--- src/rtl/stream_width_down.sv ---
// Registered wide-to-narrow stream downsizer: one InBits word in, up to
// Ratio OutBits beats out, with partial final words and packet last flag.
module stream_width_down #(
    parameter int InBits   = 32,
    parameter int OutBits  = 8,
    parameter int MsbFirst = 1,
    localparam int Ratio   = InBits / OutBits,
    localparam int CntBits = $clog2(Ratio)
) (
    input  logic               clk,
    input  logic               rst,
    input  logic               in_valid,
    output logic               in_ready,
    input  logic [InBits-1:0]  in_data,
    input  logic               in_last,
    input  logic [CntBits-1:0] in_beats,
    output logic               out_valid,
    input  logic               out_ready,
    output logic [OutBits-1:0] out_data,
    output logic               out_last
);

    logic [InBits-1:0]  sh;
    logic [CntBits-1:0] rem;
    logic               lastf;
    logic               busy;
    logic               load;
    logic               advance;
    logic               final_taken;

    // Non-power-of-2 ratios leave encodings above Ratio-1 reachable; fold them down.
    function automatic logic [CntBits-1:0] clamp_beats(input logic [CntBits-1:0] beats);
        if (int'(beats) > Ratio - 1) begin
            return CntBits'(Ratio - 1);
        end
        return beats;
    endfunction

    // Move the next slice to the emitted end, zero-filling the vacated bits.
    function automatic logic [InBits-1:0] shift_word(input logic [InBits-1:0] word);
        if (MsbFirst != 0) begin
            return word << OutBits;
        end
        return word >> OutBits;
    endfunction

    assign in_ready    = ~busy | (out_ready & (rem == '0));
    assign load        = in_valid & in_ready;
    assign advance     = busy & out_ready & (rem != '0);
    assign final_taken = busy & out_ready & (rem == '0);

    assign out_valid = busy;
    assign out_last  = busy & lastf & (rem == '0);

    generate
        if (MsbFirst != 0) begin : g_msb
            assign out_data = sh[InBits-1 -: OutBits];
        end else begin : g_lsb
            assign out_data = sh[OutBits-1:0];
        end
    endgenerate

    // A load in the final-beat cycle takes priority, so consecutive words
    // stream with no idle cycle between them.
    always_ff @(posedge clk) begin
        if (rst) begin
            sh    <= '0;
            rem   <= '0;
            lastf <= 1'b0;
            busy  <= 1'b0;
        end else if (load) begin
            sh    <= in_data;
            rem   <= clamp_beats(in_beats);
            lastf <= in_last;
            busy  <= 1'b1;
        end else if (advance) begin
            sh  <= shift_word(sh);
            rem <= rem - CntBits'(1);
        end else if (final_taken) begin
            busy <= 1'b0;
        end
    end

endmodule

--- config.mk ---
export PLATFORM = sky130hd
export DESIGN_NAME = stream_width_down
export DESIGN_NICKNAME = d
export VERILOG_FILES = /design/src/rtl/stream_width_down.sv
export SDC_FILE = /design/constraint.sdc
export NUM_CORES = 1
export LEC_CHECK = 0
export ABC_AREA = 1
export CORE_ASPECT_RATIO = 1.5
export CORE_UTILIZATION = 37
export DETAILED_ROUTE_END_ITERATION = 8
export PLACE_DENSITY = 0.72
export SLEW_MARGIN = 5
export SYNTH_ARGS = -nofsm -noshare
export SYNTH_HDL_FRONTEND = slang
export SYNTH_SLANG_ARGS = --single-unit
--- constraint.sdc ---
create_clock -name clk -period 3.6 [get_ports clk]
set_input_delay 0.36 -clock clk [delete_from_list [all_inputs] [get_ports clk]]
set_output_delay 0.36 -clock clk [all_outputs]
set_load 0.05 [all_outputs]
* Yosys cells after proc, flatten, opt, wreduce, memory -nomap -nowiden
Index checks and enable logic that the tools add are counted.
Operators by class: add/subtract/negate cells 1, multipliers 0, divide/modulo/power cells 0, order comparisons 0, eq/ne operators 1, shifts and indexed selects 0, muxes and demuxes 11, bitwise gates (word level) 9, reductions and logical operators 5
Operator list (count):
- $mux 32 | 3
- $and 1x1->1 | 7
- $mux 1 | 6
- $reduce_bool 2->1 | 3
- $mux 2 | 2
- $logic_not 2->1 | 1
- $ne 2x2->1 const B | 1
- $reduce_and 2->1 | 1
- $sub 2x1->2 const B | 1
- $not 1->1 | 1
- $or 1x1->1 | 1
Word-level totals: register bits after elaboration 36, bits in latches 0, bits in writable memories 0, bits in read-only memories 0, input port bits 39, output and inout bits 11, logic and storage cells 31, memories 0

* Depth between registers and ports, before layout
Gate-level depths: netlist (run 1).
word-level depth 9, depth in mapped cells 10, mapped depth without buffers 8

* Worst setup path before layout (run 1)
OpenSTA, ideal clock, no wires.
path type reg-to-output, start register busy (netlist: out_valid), end output out_last, data arrival time 1.414 ns, data required time 3.240 ns, slack 1.826 ns, cell stages (with the launch flop) 3, buffers on the path 0, cell sequence dfxtp_1 nand2_1 nor2_1
On the way: word-level cells in the longest chain between the ends 2
RTL lines:
- start, declared | line 26 | logic busy;
- start signal, assigned | line 70 | busy <= 1'b0;
- start signal, assigned | line 75 | busy <= 1'b1;
- start signal, assigned | line 80 | busy <= 1'b0;
- $and 1x1->1 (2 in a row) | line 53 | assign out_last = busy & lastf & (rem == '0);
- end, declared | line 20 | output logic out_last
No other way between the ends.

* Worst setup path in the final report (run 1)
start register rem[0], end output in_ready
On the way: word-level cells in the longest chain between the ends 3
RTL lines:
- start, declared | line 24 | logic [CntBits-1:0] rem;
- start signal, assigned | line 73 | rem <= clamp_beats(in_beats);
- start signal, assigned | line 78 | rem <= rem - CntBits'(1);
- $logic_not 2->1 | line 47 | assign in_ready = ~busy | (out_ready & (rem == '0));
- $and 1x1->1 | line 47
- $or 1x1->1 | line 47
- end, declared | line 13 | output logic in_ready,
No other way between the ends.

==> metrics.md, run 1 <==
| Metric | Value |
|---|---|
| Outcome | finished, final reports clean |
| Effective utilization at floorplan | about two fifths |
| Synthesis-to-finish area growth | 27.07% |
| Slowest stage delay, CP | 0.84 ns |
| Non-filler cells, final | 360 |
| Global-route wire length before repair | around 7100 um |
| Register bit total from synthesis | 36 |
| Worst-Margin Slew | between 0.8 and 0.9 ns |
| Mapped Nets | 302 |
| Drt total wl | just over 4000 um |
| Crit path arrival time | around 2 ns |
| Initial antenna violation count | 0 |
| Postcts setup bufs | 0 |
| Layout Nets | roughly 330 |
| Hold Crit Class | flop to flop |
| Drt wl/cell | around 11 um |
| WP buf/inv | 2 |
| Reg clk slew, reported paths | 0.07 ns |
| Detail Route Antenna Nets | 0 |
| Vias in the first global route | 1672 |
| Met3 usage | just over 4% |
| Unique cell type count in the Yosys netlist | 18 |
| Critical Path RT | roughly 3.2 ns |
| FF-to-FF path depth | 8 |
| Area share of the largest cell type after synthesis | between 30% and 40% |
| Fmax | 421.1 MHz |
| Most common cell after layout, fill and taps aside | nand2_1 |
| Leak | ~0.97 nW |
| Final setup vio count | 0 |
| M1 GR Usage | roughly a fifth |
| CP Class | flop to primary output |
| Syn Area/Cell | approximately 7.3 um2 |
| Initial drt markers | 87 |
| Clock Skew | between 0.004 and 0.005 ns |
| CTS root buf | clkbuf_8 |
| Peak supply drop | between 0.2 and 0.25 mV |
| Period utilisation layout | 65.97% |
| Slowest CP cell | clkdlybuf4s50_1 |
| Synth top area cells | dfxtp_1 38%, nand2_1 15%, nand3_1 11%, a21oi_1 7.1%, nand3b_1 5.1% |
| Final slew viol count | 0 |
| CP Launch Type | flop |
| CP Capture Type | primary output |
| Final Hold Fails | 0 |
| Max Cap Viol | 0 |
| Die area | between 0.005 and 0.006 mm2 |
| CTS max path bufs | 2 |
| I/O pin cnt | 50 |
| Routability cong. | 0.7431 |
| First drt pass iteration count | 4 |
| Clk sinks | 36 |
| Cells resized by post-CTS repair | 0 |
| Leading area contributor after synthesis | dfxtp_1 |
| Number of cells on the critical path | 5 |
| WHS Path Cells | 2 |
| DRC Markers | 0 |
| Largest net degree at the start of global routing | between 50 and 60 |
| Max-Slew Margin vs Limit | a little over two fifths |
| CP top delay family | buffers and inverters |
| Critical path, cell by cell | inv_1 > ha_1 > nand2_1 > nand2_2 > clkdlybuf4s50_1 |
| Clk_lat worst skew | between 0.2 and 0.3 ns |
| Cells after synthesis | 262 |
| Setup TNS | 0 ns |
| Final design utilization | ~50% |
| Register area share after synthesis | between 30% and 40% |
| DIE HEIGHT | roughly 90 um |
| Yosys warning count | 0 |
| Area of the mapped netlist | between 0.0015 and 0.002 mm2 |
| Via Count | approximately 1700 |
| Met2 usage | 29.12% |
| CTS tree | built |
| Row count | 31 |
| Die Wd | between 60 and 70 um |
| Number of buffers created by CTS | 5 |
| RSZ-0062 raised after global routing | no |
| # diodes | 0 |
| Total Routing Usage GR | roughly 17% |
| Hold buffer count at CTS | 0 |
| Cell Pwr Density | between 400 and 500 mW/mm2 |
| Detailed Place HPWL | 2664 um |
| CORE AREA | slightly below 0.005 mm2 |
| GRT overflow | 0 |
| H-tree levels | 2 |
| Vias/cell | about 4.8 |
| Crit path time final | roughly 2.4 ns |
| Placed Instances | ~350 |
| Most frequent cells in the layout | 78 x nand2_1, 49 x clkdlybuf4s50_1, 42 x nand3_1 |
| Worst Path Max Fanout | 11 |
| GRT busiest layer | met2 |
| Port buffer count | 49 |
| Layout cells sized above 1 | between 10% and 20% |
-- synthesized netlist by cell type, drive strengths merged --
cell type and count:
buf 23, nor2 2, nand3 47, dfxtp 36
clkinv 1, inv 18, clkbuf 5, nand3b 13
ha 1, nand2 80, a21oi 36
-- tightest hold or removal path, stage by stage, from the launching register on --
cell and delay (ns):
dfxtp_1 0.31, nand3_1 0.07, a21oi_1 0.05
-- cells by family (layout without fill, tap and decap cells) --
kind of cell	count (synthesis)	count (layout)	share of synthesized area (%)
AO/OA/AOI/OAI	36	36	11.24
adder cells (fa/ha/maj)	1	1	0.6569
buffers and inverters	47	79	14.65
flip-flops	36	36	37.84
AND/OR/NAND/NOR	142	142	35.61
-- where the power goes --
group / internal (mW) / total, mW / switching (mW)
Clock: 0.244 / 0.387 / 0.143
Sequential: 0.429 / 0.445 / 0.0157
Combinational: 0.0935 / 0.213 / 0.119
Total: 0.767 / 1.04 / 0.278
-- cell type report --
type	instances	area (um2)
inverter	19	72.57
clock buffer	7	96.34
sequential	36	720.7
multi-input combinational	179	904.6
clock inverter	1	30.03
timing repair buffer	52	513.0
fill	518	2467
tap	66	82.58
-- through the flow --
stage / setup slack [ns] / cell area, um2 / hold slack (ns) / total power [mW]
global route: 1.087 / 2420 / 0.5000 / 1.093
detailed placement: 1.257 / 2293 / 0.4677 / 0.6670
CTS: 1.194 / 2420 / 0.4774 / 1.055
global placement: 1.304 / 2293 / 0.4608 / 0.6637
floorplan: 1.826 / 1904 / 0.4445 / 0.6073
finish: 1.225 / 2420 / 0.4833 / 1.045
-- path summary, 6_finish.rpt --
kind | startpoint | slack [ns] | end
setup / recovery | rem[0] | 1.23 | in_ready
hold / removal | sh[5] | 0.48 | sh[5]
setup reg to reg | rem[0] | 1.39 | sh[6]
hold reg to reg | sh[5] | 0.48 | sh[5]
-- sequential cells by signal, indices dropped and copies added (netlist names) --
name and cells:
sh 32, rem 2, lastf 1, out_valid 1
-- routing by layer --
layer	up-vias	wire length [um]	part of all wire, %
li1	899	-	-
met1	771	1919	47
met2	38	1967	48
met3	6	161	3.9
met4	0	68	1.7
met5	-	0	0
(Power assumes the default switching activity.)
==> run 2: changes to the inputs <==
Settings changed: PLACE_DENSITY 0.72 to 0.74.
Clock period 3.6 ns to 2.1 ns, I/O delays scaled along.
==> metrics.md, run 2 (same netlist as run 1, synthesis figures left out) <==
| Metric | Value |
|---|---|
| GRT busiest layer | met2 |
| Reg area | 720.7 um2 (unchanged) |
| DRC Markers | 0 (unchanged) |
| Crit path arrival time | 1.61 ns (-0.40 ns) |
| Fill cell count | 520 (+0.39%) |
| Seq pwr share | 45.6% (+3.0 points) |
| RSZ-0062 raised after global routing | no |
| CTS root buf | clkbuf_8 |
| Crit path time final | about 1.8 ns |
| Via Count | 1741 (+1.6%) |
| Detailed Place HPWL | 2753 um (+3.3%) |
| Most frequent cells in the layout | 78 x nand2_1, 47 x clkdlybuf4s50_1, 42 x nand3_1 |
| Initial antenna violation count | 0 (unchanged) |
| Max Cap Viol | 0 (unchanged) |
| Port buffer count | 49 (unchanged) |
| Switching Share | 28.39% (+1.8 points) |
| # diodes | 0 (unchanged) |
| Final hold slack | 0.4653 ns (-0.01796 ns) |
| Final slew viol count | 0 (unchanged) |
| Final setup vio count | 0 (unchanged) |
| Logic gate share of total power | 22.7% (+2.3 points) |
| DIE HEIGHT | 89.87 um (unchanged) |
| Outcome | finished, final reports clean |
| Die area | 0.005444 mm2 (unchanged) |
| I/O pin cnt | 50 (unchanged) |
| Critical Path RT | 1.89 ns (-1.35 ns) |
| CP Capture Type | primary output |
| Die Wd | 60.58 um (unchanged) |
| Max FFs per register | 32 (unchanged) |
| CP Launch Point | rem[0] |
| Hold Startpoint | lastf |
| Final Power | 1.673 mW (+60%) |
| Effective utilization at floorplan | 38.97% (unchanged) |
| Worst r2r src | rem[0] |
| Non-filler cells, final | 363 (+0.83%) |
| Final Hold Fails | 0 (unchanged) |
| Reg clk slew, reported paths | 0.07 ns (about the same) |
| CTS tree | built |
| Post-route design area | 0.002427 mm2 (+0.31%) |
| Met3 usage | 4.317% (+0.29 points) |
| Layout cells sized above 1 | 11.78% (+1.6 points) |
| Drt total wl | 4160 um (+1.0%) |
| Most common cell after layout, fill and taps aside | nand2_1 |
| Routability cong. | 0.7652 (+3.0%) |
| Hold buffer count at CTS | 0 (unchanged) |
| M1 GR Usage | 21.04% (+1.6 points) |
| Setup TNS | 0 ns (unchanged) |
| Worst-Margin Slew | 0.5618 ns (-0.3039 ns) |
| Global-route wire length before repair | 6920 um (-3.0%) |
| CORE AREA | 0.004887 mm2 (unchanged) |
| Critical path, cell by cell | inv_1 > ha_1 > nand2_1 > nand2_2 > buf_4 > buf_12 |
| Fmax | around 550 MHz |
| Slowest CP cell | buf_4 |
| Synthesis-to-finish area growth | 27.46% |
| Vias in the first global route | 1608 (-3.8%) |
| Detail Route Antenna Nets | 0 (unchanged) |
| Total Routing Usage GR | 16.60% (-0.28 points) |
| CP Class | flop to primary output |
| Clk_lat worst skew | 0.29 ns (about the same) |
| GRT overflow | 0 (unchanged) |
| Power share of the clock group | 31.7% (-5.3 points) |
| H-tree levels | 2 (unchanged) |
| Initial drt markers | 105 (+21%) |
| Top reg by flops | sh |
| CP Launch Type | flop |
| Registers with the most flip-flops | sh x32, rem x2 |
| Cells resized by post-CTS repair | 0 (unchanged) |
| P_int | 1.198 mW (+56%) |
| Switching power | 0.4751 mW (+71%) |
| Max-Slew Margin vs Limit | 62.50% (+20 points) |
| Clock Skew | 0.002923 ns (-0.001569 ns) |
| Period utilisation layout | between 80 and 90% |
| CTS max path bufs | 2 (unchanged) |
| Hold Crit Class | flop to flop |
| Met2 usage | 26.01% (-3.1 points) |
| Cell Pwr Density | 689.3 mW/mm2 (+60%) |
| Worst Path Max Fanout | 28 (+17) |
| Postcts setup bufs | 0 (unchanged) |
| Clk sinks | 36 (unchanged) |
| Placed cell area | 0.002331 mm2 (+1.6%) |
| Placed Instances | 356 (+1.1%) |
| First drt pass iteration count | 4 (unchanged) |
| Vias/cell | 4.796 (+0.74%) |
| Layout Nets | 337 (+1.2%) |
| Largest net degree at the start of global routing | 37 (-27%) |
| Drt wl/cell | 11.46 um (+0.19%) |
| Number of buffers created by CTS | 5 (unchanged) |
| Row count | 31 (unchanged) |
| Peak supply drop | 0.3586 mV (+65%) |
| Multi-input gate area | 904.6 um2 (unchanged) |
| Leak | 0.9879 nW (+1.4%) |
| Slowest stage delay, CP | 0.33 ns (-0.51 ns) |
run 2: changes by cell type in the layout (fill, tap and decap cells not counted):
cell / delta
buf_12: +1
buf_4: +5
bufinv_16: -1
clkdlybuf4s50_1: -2
run 2: area by class of cell:
type,instances,share of cell area (%)
Sequential cell,36,29.69
Multi-Input combinational cell,179,37.27
Clock buffer,7,3.969
Tap cell,66,3.402
Inverter,19,2.990
Timing Repair Buffer,56,22.68
run 2: metal layers:
metal  share of wire (%)  vias up  routed length [um]
met5                   0        -                   0
met4                 1.9        0                  79
met3                 6.5        5                 271
met2                  47       58                1942
met1                  45      768                1865
li1                    -      910                   -
run 2: power by group through the flow:
stage	clock network (mW)	logic [mW]	registers, mW
after global placement	0	0.373	0.776
final	0.530	0.380	0.763
after detailed placement	0	0.380	0.778
after floorplan	0	0.263	0.778
after CTS	0.541	0.382	0.762
after global routing	0.571	0.419	0.769
run 2: critical path: cells and delay by family (launching register included):
kind	cells	cell delay (ns)
adders and majority gates	1	0.24
DFF	1	0.31
and+or+nand+nor	2	0.17
buffers and inverters	3	0.59
run 2: metrics by stage:
stage | utilization [%] | worst slack (ns)
floorplan | - | 0.4761
global placement | 47.70 | 0.4403
detailed placement | 47.70 | 0.4292
CTS | 49.67 | 0.2737
global route | 49.67 | 0.2054
finish | 49.67 | 0.2766
run 2: worst paths after layout:
| check | endpoint | slack [ns] | cells past startpoint |
|---|---|---|---|
| min | lastf | 0.47 | 2 |
| max | in_ready | 0.28 | 6 |
| min reg2reg | lastf | 0.47 | 2 |
| max reg2reg | sh[5] | 0.42 | 9 |
==> run 3: changes to the inputs <==
Settings changed: ABC_AREA 1 to 0, PLACE_DENSITY 0.74 to 0.7.
Clock period 2.1 ns to 2 ns, I/O delays scaled along.
==> metrics.md, run 3 <==
| Metric | Value |
|---|---|
| Outcome | finished, final reports clean |
| Worst r2r src | rem[0] |
| Layout Nets | 330 (-2.1%) |
| FF-to-FF path depth | 6 (-3) |
| WHS Path Cells | 3 (+1) |
| Most frequent cells in the layout | 46 x clkdlybuf4s50_1, 36 x dfxtp_1, 27 x a21oi_1 |
| CP Launch Point | rem[0] |
| Fraction of registers with async set/reset | 0% (unchanged) |
| Cells after synthesis | 260 (-0.76%) |
| Placed Instances | 353 (-0.84%) |
| Synth top area cells | dfxtp_1 33%, a21oi_1 6.2%, a32oi_1 5.6%, o211a_1 5.5%, nor2_1 4.1% |
| Post-route design area | 0.002758 mm2 (+14%) |
| DRC Markers | 0 (unchanged) |
| Port buffer count | 49 (unchanged) |
| Cell Pwr Density | 668.1 mW/mm2 (-3.1%) |
| Worst Path Max Fanout | 14 (-50%) |
| Most common cell after layout, fill and taps aside | clkdlybuf4s50_1 |
| Final slew viol count | 0 (unchanged) |
| CTS max path bufs | 2 (unchanged) |
| Layout cells sized above 1 | 11.34% (-0.44 points) |
| Leak | 1.053 nW (+6.6%) |
| Max-Slew Margin vs Limit | 66.76% (+4.3 points) |
| Drt wl/cell | 15.63 um (+36%) |
| Register bit total from synthesis | 36 (unchanged) |
| Die area | 0.006187 mm2 (+14%) |
| Post-synth EDFFs | 0 (unchanged) |
| Slowest stage delay, CP | 0.38 ns (+0.05 ns) |
| Top reg by flops | sh |
| Post-Synth Simple-Gate Area | 22.06% (-14 points) |
| Drt total wl | 5642 um (+36%) |
| CP Launch Type | flop |
| Critical Path RT | 1.80 ns (-0.09 ns) |
| Registers with the most flip-flops | sh x32, rem x2 |
| Count leader, synth | dfxtp_1 |
| Worst-Margin Slew | 0.4971 ns (-0.06467 ns) |
| CORE AREA | 0.005574 mm2 (+14%) |
| Effective utilization at floorplan | 38.97% (about the same) |
| Postcts setup bufs | 0 (unchanged) |
| R2R Setup Slk | 0.24 ns (-0.18 ns) |
| Adder-Cell Fraction of Synth Area | 0.5760% (-0.081 points) |
| Reg2reg end | rem[0] |
| Placed cell area | 0.002663 mm2 (+14%) |
| Final Hold Fails | 0 (unchanged) |
| Commonest cells post-synth | 36 x dfxtp_1, 27 x a21oi_1, 24 x nor2_1 |
| Slowest CP cell | dfxtp_1 |
| Number of buffers created by CTS | 5 (unchanged) |
| Max Cap Viol | 0 (unchanged) |
| Clock Skew | 0.005116 ns (+0.002193 ns) |
| Period utilisation layout | a little over nine tenths |
| Compound-Gate Fraction of Synth Area | 32.20% (+21 points) |
| DIE HEIGHT | 95.84 um (+6.6%) |
| Hold Crit Class | input port to flop |
| CP Class | flop to primary output |
| Final setup vio count | 0 (unchanged) |
| Non-filler cells, final | 361 (-0.55%) |
| Reg clk slew, reported paths | 0.07 ns (about the same) |
| Vias/cell | 5.560 (+16%) |
| Dpl ws | -0.01124 ns (-0.4404 ns) |
| Area share of the largest cell type after synthesis | 33.18% (-4.7 points) |
| Peak supply drop | 0.3147 mV (-12%) |
| Syn Area/Cell | 8.354 um2 (+15%) |
| Fill cell count | 550 (+5.8%) |
| Fmax | 530.2 MHz |
| CP endpoint | in_ready |
| Detail Route Antenna Nets | 0 (unchanged) |
| Final design utilization | 49.47% (-0.19 points) |
| Via Count | 2007 (+15%) |
| Top_reg_cell synth | dfxtp_1 |
| Crit path top cell by count | buf_12 |
| Area of the mapped netlist | 0.002172 mm2 (+14%) |
| Initial antenna violation count | 0 (unchanged) |
| CP Capture Type | primary output |
| RSZ-0062 raised after global routing | no |
| Critical path, cell by cell | inv_1 > ha_1 > a21bo_2 > buf_12 > buf_12 |
| Vias in the first global route | 1917 (+19%) |
| Detailed Place HPWL | 3810 um (+38%) |
| Register area share after synthesis | 33.18% (-4.7 points) |
| Largest net degree at the start of global routing | 41 (+11%) |
| Max FFs per register | 32 (unchanged) |
| Hold buffer count at CTS | 0 (unchanged) |
| I/O pin cnt | 50 (unchanged) |
| Post-route setup slack | 0.1138 ns (-0.1627 ns) |
| Clk_lat worst skew | 0.29 ns (about the same) |
| CTS root buf | clkbuf_8 |
| # diodes | 0 (unchanged) |
| Unique cell type count in the Yosys netlist | 33 (+15) |
| Mux contribution to synthesized area | 0.4608% (+0.46 points) |
| Clk sinks | 36 (unchanged) |
| First drt pass iteration count | 4 (unchanged) |
| Row count | 33 (+6.5%) |
| Crit path arrival time | 1.69 ns (+0.08 ns) |
| GRT overflow | 0 (unchanged) |
| Synthesis-to-finish area growth | 26.96% |
| H-tree levels | 2 (unchanged) |
| Global-route wire length before repair | 9114 um (+32%) |
| Combinational family with the most area after synthesis | compound AO/OA/AOI/OAI gates |
| Initial drt markers | 105 (unchanged) |
| Total Routing Usage GR | 18.90% (+2.3 points) |
| CTS tree | built |
| Yosys warning count | 0 (unchanged) |
| Routability cong. | 0.7839 (+2.4%) |
| XOR/XNOR share of the synthesized area | 0% (unchanged) |
| Mapped Nets | 300 (-0.66%) |
| Die Wd | 64.56 um (+6.6%) |
| Leading area contributor after synthesis | dfxtp_1 |
| Crit path time final | 1.886 ns |
| Final hold slack | 0.4777 ns (+0.01240 ns) |
## run 3: layout make-up
cell class	count	area [um2]	area share, %
Multi-Input combinational cell	176	1206	43.74
Timing Repair Buffer	59	608.1	22.05
Tap cell	70	87.58	3.176
Inverter	12	45.04	1.633
Sequential cell	36	720.7	26.13
Clock buffer	8	90.09	3.267
## run 3: power by group
group	switching, mW	internal [mW]
Combinational	0.258	0.227
Clock	0.258	0.281
Sequential	0.0427	0.775
Total	0.559	1.28
## run 3: per-layer routing
metal | global-route usage (%) | vias up | part of all wire [%]
met5 | 0 | - | 0
met4 | 7.407 | 0 | 2.1
met3 | 3.199 | 10 | 3.9
met2 | 33.51 | 52 | 52
met1 | 22.45 | 958 | 42
li1 | - | 987 | -
## run 3: worst max-delay path, delay by kind of cell (launching register included)
family,cells,cell delay (ns)
flip-flops,1,0.38
adder cells (fa/ha/maj),1,0.24
AO/OA/AOI/OAI,1,0.35
buffers and inverters,3,0.42
## run 3: how the worst min path moves through the flow
stage / from / slack, ns / end
6_report: in_last / 0.48 / lastf
5_1_grt: in_last / 0.50 / lastf
4_1_cts: in_last / 0.48 / lastf
3_5_place_dp: sh[4] / 0.47 / sh[4]
3_3_place_gp: sh[6] / 0.47 / sh[6]
2_1_floorplan: in_last / 0.35 / lastf
## run 3: cells by family after synthesis
| logic type | Yosys count |
|---|---|
| adders and majority gates | 1 |
| and+or+nand+nor | 84 |
| buffers and inverters | 48 |
| muxes | 1 |
| DFF | 36 |
| AOI/OAI and AO/OA | 90 |
## run 3: per-stage QoR
step / setup TNS [ns] / total power [mW]
2_1_floorplan: 0 / 1.155
3_3_place_gp: 0 / 1.307
3_5_place_dp: -0.02660 / 1.316
4_1_cts: 0 / 1.849
5_1_grt: 0 / 1.928
6_report: 0 / 1.842
## run 3: repair_timing
action / CTS / global route
gates resized for setup: 0 / 3
setup endpoints to repair: 0 / 14
endpoints found under the hold margin: 0 / 0
